`config.mk`:
```
export PLATFORM = sky130hd
export DESIGN_NAME = clk_phase_meter
export DESIGN_NICKNAME = d
export VERILOG_FILES = /design/src/rtl/clk_div_pkg.sv /design/src/rtl/clk_phase_meter_edge_sync.sv /design/src/rtl/clk_phase_meter.sv
export SDC_FILE = /design/constraint.sdc
export NUM_CORES = 1
export LEC_CHECK = 0
export BUFFER_PORTS_ARGS = -buffer_cell sky130_fd_sc_hd__buf_2
export CORE_MARGIN = 1.5
export CORE_UTILIZATION = 47
export DETAILED_ROUTE_END_ITERATION = 10
export GPL_TIMING_DRIVEN = 0
export PLACE_DENSITY = 0.68
export SETUP_SLACK_MARGIN = 0.05
export SYNTH_ARGS = -nofsm -noshare
export SYNTH_HDL_FRONTEND = slang
export SYNTH_SLANG_ARGS = --single-unit
```
`constraint.sdc`:
```
create_clock -name clk -period 2.9 [get_ports clk]
set_input_delay 0.58 -clock clk [delete_from_list [all_inputs] [get_ports clk]]
set_output_delay 0.58 -clock clk [all_outputs]
set_load 0.01 [all_outputs]
```
`src/rtl/clk_div_pkg.sv`:
```
// Shared definitions for the clock divider and its phase meter.
// Nominal divider timing, measurement FSM states and a helper for tolerance checks.
package clk_div_pkg;

    localparam int CLK_DIV_WIDTH = 10;
    localparam int CLK_DIV_N     = 950;
    localparam int CLK_DIV_D     = 240;

    typedef enum logic {
        IDLE,
        MEAS
    } meas_state_t;

    // Larger minus smaller, so the difference never wraps.
    function automatic logic [31:0] abs_diff(input logic [31:0] a, input logic [31:0] b);
        return (a > b) ? (a - b) : (b - a);
    endfunction

endpackage

```
`src/rtl/clk_phase_meter_edge_sync.sv`:
```
// Two-flop synchronizer followed by a registered edge detector.
// Edges are masked until the pipeline holds real samples, so a level present at reset is not an edge.
module edge_sync (
    input  logic clk,
    input  logic rst,
    input  logic d,
    output logic rise,
    output logic fall
);

    logic [2:0] pipe;
    logic [2:0] arm;

    // NOTE: sequential state uses non-blocking assignments so every flop samples pre-edge values.
    always_ff @(posedge clk) begin
        if (rst) begin
            pipe <= '0;
            arm  <= '0;
        end else begin
            pipe <= {pipe[1:0], d};
            arm  <= {arm[1:0], 1'b1};
        end
    end

    assign rise = arm[2] &  pipe[1] & ~pipe[2];
    assign fall = arm[2] & ~pipe[1] &  pipe[2];

endmodule

```
`src/rtl/clk_phase_meter.sv`:
```
// Measures period, high time and rise-to-rise delay of a divided clock pair in clk cycles
// and raises a lock qualifier after LOCK_CNT consecutive in-tolerance measurements.
module clk_phase_meter
    import clk_div_pkg::*;
#(
    parameter int WIDTH    = CLK_DIV_WIDTH,
    parameter int N_NOM    = CLK_DIV_N,
    parameter int D_NOM    = CLK_DIV_D,
    parameter int TOL      = 2,
    parameter int LOCK_CNT = 4
) (
    input  logic             clk,
    input  logic             rst,
    input  logic             i_clk,
    input  logic             i_clkd,
    output logic [WIDTH-1:0] o_period,
    output logic [WIDTH-1:0] o_high,
    output logic [WIDTH-1:0] o_delay,
    output logic             o_valid,
    output logic             o_err,
    output logic             o_locked
);

    localparam logic [WIDTH-1:0] CNT_MAX = '1;
    localparam int LW = $clog2(LOCK_CNT + 1);

    logic             clk_rise;
    logic             clk_fall;
    logic             clkd_rise;
    logic             clkd_fall_unused;

    meas_state_t      state;
    logic [WIDTH-1:0] cnt;
    logic [WIDTH-1:0] cnt_inc;
    logic [WIDTH-1:0] high_cap;
    logic [WIDTH-1:0] dly_cap;
    logic [1:0]       fall_n;
    logic [1:0]       drise_n;
    logic [LW-1:0]    lock_n;
    logic             period_good;
    logic             in_tol;

    edge_sync u_sync_clk (
        .clk  (clk),
        .rst  (rst),
        .d    (i_clk),
        .rise (clk_rise),
        .fall (clk_fall)
    );

    edge_sync u_sync_clkd (
        .clk  (clk),
        .rst  (rst),
        .d    (i_clkd),
        .rise (clkd_rise),
        .fall (clkd_fall_unused)
    );

    // Counts of 2 in fall_n/drise_n act as the sticky glitch flag.
    assign cnt_inc     = cnt + 1'b1;
    assign period_good = (fall_n == 2'd1) && (drise_n == 2'd1);
    assign in_tol      = (abs_diff(32'(cnt_inc), 32'(N_NOM)) <= 32'(TOL)) &&
                         (abs_diff(32'(dly_cap), 32'(D_NOM)) <= 32'(TOL));

    always_ff @(posedge clk) begin
        if (rst) begin
            state    <= IDLE;
            cnt      <= '0;
            high_cap <= '0;
            dly_cap  <= '0;
            fall_n   <= '0;
            drise_n  <= '0;
            lock_n   <= '0;
            o_period <= '0;
            o_high   <= '0;
            o_delay  <= '0;
            o_valid  <= 1'b0;
            o_err    <= 1'b0;
            o_locked <= 1'b0;
        end else begin
            o_valid  <= 1'b0;
            o_err    <= 1'b0;
            o_locked <= (lock_n == LW'(LOCK_CNT));

            if (clk_rise)
                cnt <= '0;
            else if (cnt != CNT_MAX)
                cnt <= cnt_inc;

            case (state)
                IDLE: begin
                    if (clk_rise) begin
                        state   <= MEAS;
                        fall_n  <= '0;
                        drise_n <= {1'b0, clkd_rise};
                        if (clkd_rise)
                            dly_cap <= '0;
                    end
                end

                MEAS: begin
                    if (clk_rise) begin
                        if (period_good) begin
                            o_valid  <= 1'b1;
                            o_period <= cnt_inc;
                            o_high   <= high_cap;
                            o_delay  <= dly_cap;
                            if (!in_tol)
                                lock_n <= '0;
                            else if (lock_n != LW'(LOCK_CNT))
                                lock_n <= lock_n + 1'b1;
                        end else begin
                            o_err  <= 1'b1;
                            lock_n <= '0;
                        end
                        // A delayed rise coincident with the primary rise belongs to the new period.
                        fall_n  <= '0;
                        drise_n <= {1'b0, clkd_rise};
                        if (clkd_rise)
                            dly_cap <= '0;
                    end else if (cnt == CNT_MAX - 1'b1) begin
                        o_err  <= 1'b1;
                        lock_n <= '0;
                        state  <= IDLE;
                    end else begin
                        if (clk_fall) begin
                            high_cap <= cnt_inc;
                            if (fall_n != 2'd2)
                                fall_n <= fall_n + 1'b1;
                        end
                        if (clkd_rise) begin
                            dly_cap <= cnt_inc;
                            if (drise_n != 2'd2)
                                drise_n <= drise_n + 1'b1;
                        end
                    end
                end

                default: state <= IDLE;
            endcase
        end
    end

endmodule

```
Word level (Yosys, flattened, before mapping)
Index checks and enable logic that the tools add are counted.
{ "totals": {"inputBits": 4, "out_inout_bits": 33, "word_cells": 105, "ff_bits": 83} }
{ "op_classes": {"n_bitwise": 12, "order_cmp": 4, "reduce_logical": 12, "n_mux": 35, "n_addsub": 8, "n_eq_ne": 15} }
{ "ops": {"columns": ["operator", "count"], "rows": [
  ["32-bit by 2-bit <= comparator with 1-bit output (second input constant)", 2],
  ["32-bit two-way mux", 2],
  ["10-bit two-way mux", 5],
  ["2-bit two-way mux", 10],
  ["10-bit one-hot mux with 2 select lines", 1],
  ["3-bit two-way mux", 5],
  ["3-bit inequality test (second input constant)", 4],
  ["4-bit AND reduction", 3],
  ["10-bit by 10-bit subtractor with 11-bit output (first input constant)", 1],
  ["10-bit by 10-bit subtractor with 11-bit output (second input constant)", 1],
  ["10-bit by 8-bit subtractor with 11-bit output (second input constant)", 1],
  ["8-bit by 10-bit subtractor with 11-bit output (first input constant)", 1],
  ["10-bit by 1-bit adder with 10-bit output (second input constant)", 1],
  ["10-bit equality test (second input constant)", 1],
  ["10-bit greater-than comparator (second input constant)", 1],
  ["10-bit by 8-bit greater-than comparator with 1-bit output (second input constant)", 1],
  ["10-bit inequality test (second input constant)", 1],
  ["1-bit two-way mux", 9],
  ["3-bit AND reduction", 3],
  ["2-bit one-hot mux with 2 select lines", 2],
  ["1-bit bitwise AND", 6],
  ["2-bit inequality test (second input constant)", 3],
  ["3-bit by 2-bit inequality test with 1-bit output (second input constant)", 2],
  ["1-bit NOT", 6],
  ["10 further kinds", 14]
]} }

Depth between registers and ports, before layout
{ "depth": {"ltp_word": 8, "mapped_depth": 15, "mapped_depth_nobuf": 13} }

By module
From an unflattened synthesis, not the netlist that was laid out.
{ "hier_totals": {"hier_cells": 488, "area_unflattened_um2": 4098.9} }
{ "modules_own_cells": {"columns": ["mod", "area_per_inst_um2", "seq_area_each_um2", "cells_each", "n_inst"], "rows": [
  ["clk_phase_meter", 3753.6, 1421.4, 460, 1],
  ["edge_sync", 172.7, 120.1, 14, 2]
]} }

Worst setup path before layout
OpenSTA, ideal clock, no wires.
{ "synth_timing": {"kind": "reg2reg", "from": "register cnt[0]", "to": "register lock_n[2]", "setup_ps": 79, "stages_incl_launch_ff": 15, "synth_period_minus_slack_ps": 3220, "arrival_ps": 3141, "required_ps": 2821, "path_buffers": 2, "slack_ps": -320, "cell_sequence": "dfxtp_1 -> buf_4 -> inv_1 -> ha_1 -> clkbuf_1 -> inv_1 -> ha_1 -> nor3_1 -> mux2i_1 -> o22a_1 -> or4_4 -> a2bb2oi_2 -> nor4b_4 -> o21ai_2 -> a211oi_2"} }
{ "synth_between": {"elab_chain_cells": 8, "word_cells_on_any_way": 14, "cone_classes": "3 x add/sub; 2 x order compare; 2 x eq/ne; 4 x mux; 3 x reduce/logical"} }
{ "synth_lines": {"columns": ["item", "line_no", "source"], "rows": [
  ["start: declaration", "clk_phase_meter.sv:33", "logic [WIDTH-1:0] cnt;"],
  ["start signal: assignment", "clk_phase_meter.sv:88", "cnt <= cnt_inc;"],
  ["10-bit by 1-bit adder with 10-bit output *", "clk_phase_meter.sv:60", "assign cnt_inc = cnt + 1'b1;"],
  ["via cnt_inc[0]", "clk_phase_meter.sv:34", "logic [WIDTH-1:0] cnt_inc;"],
  ["10-bit by 10-bit subtractor with 11-bit output or 10-bit greater-than comparator (tied branches)", "clk_div_pkg.sv:16", "return (a > b) ? (a - b) : (b - a);"],
  ["32-bit two-way mux *", "clk_div_pkg.sv:16", null],
  ["32-bit by 2-bit <= comparator with 1-bit output *", "clk_phase_meter.sv:62", "assign in_tol = (abs_diff(32'(cnt_inc), 32'(N_NOM)) <= 32'(TOL)) &&"],
  ["1-bit logical AND *", "clk_phase_meter.sv:62", null],
  ["3-bit two-way mux", "clk_phase_meter.sv:108", "if (!in_tol)"],
  ["3-bit two-way mux", "clk_phase_meter.sv:103", "if (period_good) begin"],
  ["3-bit two-way mux", "clk_phase_meter.sv:102", "if (clk_rise) begin"],
  ["end signal: assignment", "clk_phase_meter.sv:111", "lock_n <= lock_n + 1'b1;"],
  ["end: declaration", "clk_phase_meter.sv:39", "logic [LW-1:0] lock_n;"]
]} }
The timed path passes the listed nets; every way through them passes the cells marked *.
A chain may end at the register's enable or synchronous reset.

Worst setup path after layout
Same ends and word-level chain as after synthesis.

==> impl_metrics.env <==
export IMPL_dieArea_um2=9112
export IMPL_rsz0062_at_grt="yes"
export IMPL_numCtsBuffers=9
export IMPL_antenna_found_initial=0
export IMPL_cts_sinks=80
export IMPL_synth_xor_area_share_pct=3.675
export IMPL_die_h_um=95.46
export IMPL_io_pins=37
export IMPL_first_iter_violations=226
export IMPL_cts_path_max_buffers=2
export IMPL_finalSetupTns_ps=-437.5
export IMPL_r2r_start="cnt[0]"
export IMPL_required_ps=3180
export IMPL_synth_nets=507
export IMPL_fillCellCount=768
export IMPL_comb_power_share_pct=6.9
export IMPL_initial_core_util_pct=48.65
export IMPL_synth_area_per_cell_um2=8.250
export IMPL_synth_distinct_cells=61
export IMPL_via_per_inst=5.622
export IMPL_critPathSlowestCell="or4_4"
export IMPL_synth_compound_area_share_pct=22.20
export IMPL_cts_tree="yes"
export IMPL_setup_violations=3
export IMPL_cpMostUsedCell="ha_4"
export IMPL_synth_top_cell_by_area="dfxtp_1"
export IMPL_irDropWorstVdd_uv=223.1
export IMPL_rows=33
export IMPL_fmax_ghz=0.3270
export IMPL_gr_total_overflow=0
export IMPL_yosys_most_used_dff="dfxtp_1"
export IMPL_synth_common_cells="dfxtp_1 (80), nand2_1 (68), a21oi_1 (54)"
export IMPL_synth_mux_area_share_pct=0.7474
export IMPL_cp_slowest_stage_delay_ps=550
export IMPL_setup_ws_ps=-158.1
export IMPL_crit_chain="buf_8 > inv_2 > ha_4 > inv_4 > ha_4 > buf_6 > nor3_2 > mux2i_1 > o22a_1 > or4_4 > a2bb2oi_4 > nor4b_4 > o21ai_2 > a211oi_2"
export IMPL_violations="setup timing"
export IMPL_synth_async_reset_ratio_pct=0
export IMPL_drc=0
export IMPL_hold_viol=0
export IMPL_place_inst=627
export IMPL_drive_above_1_share_pct=19.06
export IMPL_port_buffers=35
export IMPL_crit_type="flop to flop"
export IMPL_slew_viol_final=0
export IMPL_hpwl_um=7145
export IMPL_grt_pass1_wl_um=16070
export IMPL_yosys_area_share_adder_pct=4.983
export IMPL_min_period_ps=3058
export IMPL_worstHoldStart="i_clkd"
export IMPL_synth_area_leaders="dfxtp_1 (40%), a21oi_1 (6.7%), nand2_1 (6.4%), ha_1 (5.0%), nor2_1 (4.0%)"
export IMPL_worstSetupStartpoint="cnt[0]"
export IMPL_power_total_mw=2.233
export IMPL_synth_top_family_by_area="simple AND/OR/NAND/NOR gates"
export IMPL_coreArea_um2=8258
export IMPL_drt_first_pass_iters=4
export IMPL_worst_path_max_fanout=10
export IMPL_crit_buf_inv=4
export IMPL_grt_use_total_pct=23.22
export IMPL_grt_pass1_vias=3209
export IMPL_path_clk_slew_ps=90
export IMPL_swShare_pct=24.92
export IMPL_syn2layout_area_growth_pct=20.49
export IMPL_worstSkewPairLatency_ps=360
export IMPL_cpLargestDelayFamily="simple AND/OR/NAND/NOR gates"
export IMPL_slew_headroom_pct=31.47
export IMPL_routedWlPerCell_um=15.42
export IMPL_netSwitchingPower_mw=0.5565
export IMPL_crit_path_end_kind="flop"
export IMPL_place_ws_ps=-668.1
export IMPL_p_leak_nw=1.754
export IMPL_synth_top_area_share_pct=39.86
export IMPL_grt_max_degree=17
export IMPL_synth_edf_count=0
export IMPL_worstPathArrival_ps=3340
export IMPL_cts_htree_levels=3
export IMPL_hold_class="input pin to flop"
export IMPL_hold_ws_ps=432.6
export IMPL_nets=566
export IMPL_ys_ff_latch=80
export IMPL_hold_buffers=0
export IMPL_clkPwrFrac_pct=43.1
export IMPL_routed_wl_um=10120
export IMPL_post_route_period_util_pct=105.5
export IMPL_synth_simple_gate_area_share_pct=22.80
export IMPL_antenna_cells=0
export IMPL_start_kind="flop"
export IMPL_fp_dieW_um=95.46
export IMPL_syn_area_um2=4018
export IMPL_yosys_warnings=0
export IMPL_synth_most_common_cell="dfxtp_1"
export IMPL_internal_power_mw=1.676
export IMPL_fin_cells=656
export IMPL_fin_skew_ps=11.10
export IMPL_via_count=3688
export IMPL_gp_congestion=0.8441
export IMPL_tightest_slew_ps=1020
export IMPL_postSynthCellCount=487
export IMPL_outcome="finished with violations"
export IMPL_ys_seq_area_share_pct=39.86
export IMPL_power_density_nw_per_um2=461.2
export IMPL_clockRootBuffer="clkbuf_8"
export IMPL_ant_nets=0
export IMPL_maxCapViolCount=0
export IMPL_sequentialPowerShare_pct=50.0
[through the flow]
| step | instance area (um^2) | util, % |
|---|---|---|
| after floorplan | 4093 | - |
| after global placement | 4399 | 53.27 |
| after detailed placement | 4399 | 53.27 |
| after CTS | 4745 | 57.45 |
| after global routing | 4841 | 58.62 |
| final | 4841 | 58.62 |
[layer usage]
metal / track usage, % / wire, um
met1: 30.42 / 4780
met2: 37.65 / 4749
met3: 3.987 / 386
met4: 9.559 / 198
met5: 0 / 0
[state kept, by name, summed over array words and instances, names as in the netlist, 10 cells and up]
signal    cells
o_delay      10
cnt          10
o_period     10
high_cap     10
o_high       10
dly_cap      10
[final timing paths]
kind / slack, ps / depth (start not counted) / endpoint
worst max-delay path: -160 / 14 / lock_n[2]
worst min-delay path: 430 / 2 / u_sync_clkd.pipe[0]
worst max register to register: -160 / 14 / lock_n[2]
worst min register to register: 440 / 1 / u_sync_clkd.arm[1]
[repair_timing]
| action | 4_1_cts | 5_1_grt |
|---|---|---|
| endpoints found under the setup margin | 3 | 3 |
| pin swaps | 11 | 10 |
| gates resized for setup | 11 | 9 |
| buffers inserted | 9 | 5 |
[power groups by stage]
stage / Combinational (mW) / Sequential, mW / Clock, mW
2_1_floorplan: 0.0936 / 1.14 / 0
4_1_cts: 0.143 / 1.12 / 0.973
3_5_place_dp: 0.125 / 1.14 / 0
5_1_grt: 0.165 / 1.12 / 1.02
3_3_place_gp: 0.122 / 1.14 / 0
6_report: 0.154 / 1.12 / 0.961
[cell type report]
class                           instances  area [um^2]  share of cell area (%)
Multi-Input combinational cell        355         2344                   48.41
Buffer                                 33        166.4                   3.438
Tap cell                              105        131.4                   2.714
Inverter                               18        70.07                   1.447
Sequential cell                        80         1609                   33.24
Timing Repair Buffer                   49        287.8                   5.945
Clock inverter                          7        108.9                   2.249
Clock buffer                            9        123.9                   2.559
[cells in the final DEF, fill, tap and decap left out, types with 4 or more instances in the layout]
master,n
clkbuf_8,9
nor2b_1,8
clkbuf_1,26
inv_1,15
nand2b_1,4
a21oi_1,54
o31ai_1,5
and3_1,7
xnor2_1,6
o21ai_0,16
nor3_1,7
buf_6,6
nand3b_1,4
buf_2,36
xnor2_4,4
dfxtp_1,78
ha_1,13
nand2_1,65
o22ai_1,4
nor3b_1,5
a211oi_1,21
nand4_1,4
a31oi_1,12
nand3_1,10
buf_4,12
nor2_1,42
[worst reg2reg max path: cells and delay by family, from the launching register on]
family                     cells  cell delay (ps)
adders and majority gates      2              450
AOI/OAI and AO/OA              4              640
muxes                          1              110
and+or+nand+nor                3             1040
DFF                            1              370
buffers and inverters          4              380
[kinds of logic after synthesis]
| family | after synthesis |
|---|---|
| xor+xnor | 13 |
| compound gates | 140 |
| mux | 3 |
| buf+inv | 52 |
| flops | 80 |
| simple gates | 183 |
| fa+ha+maj | 16 |
(Power assumes the default switching activity.)
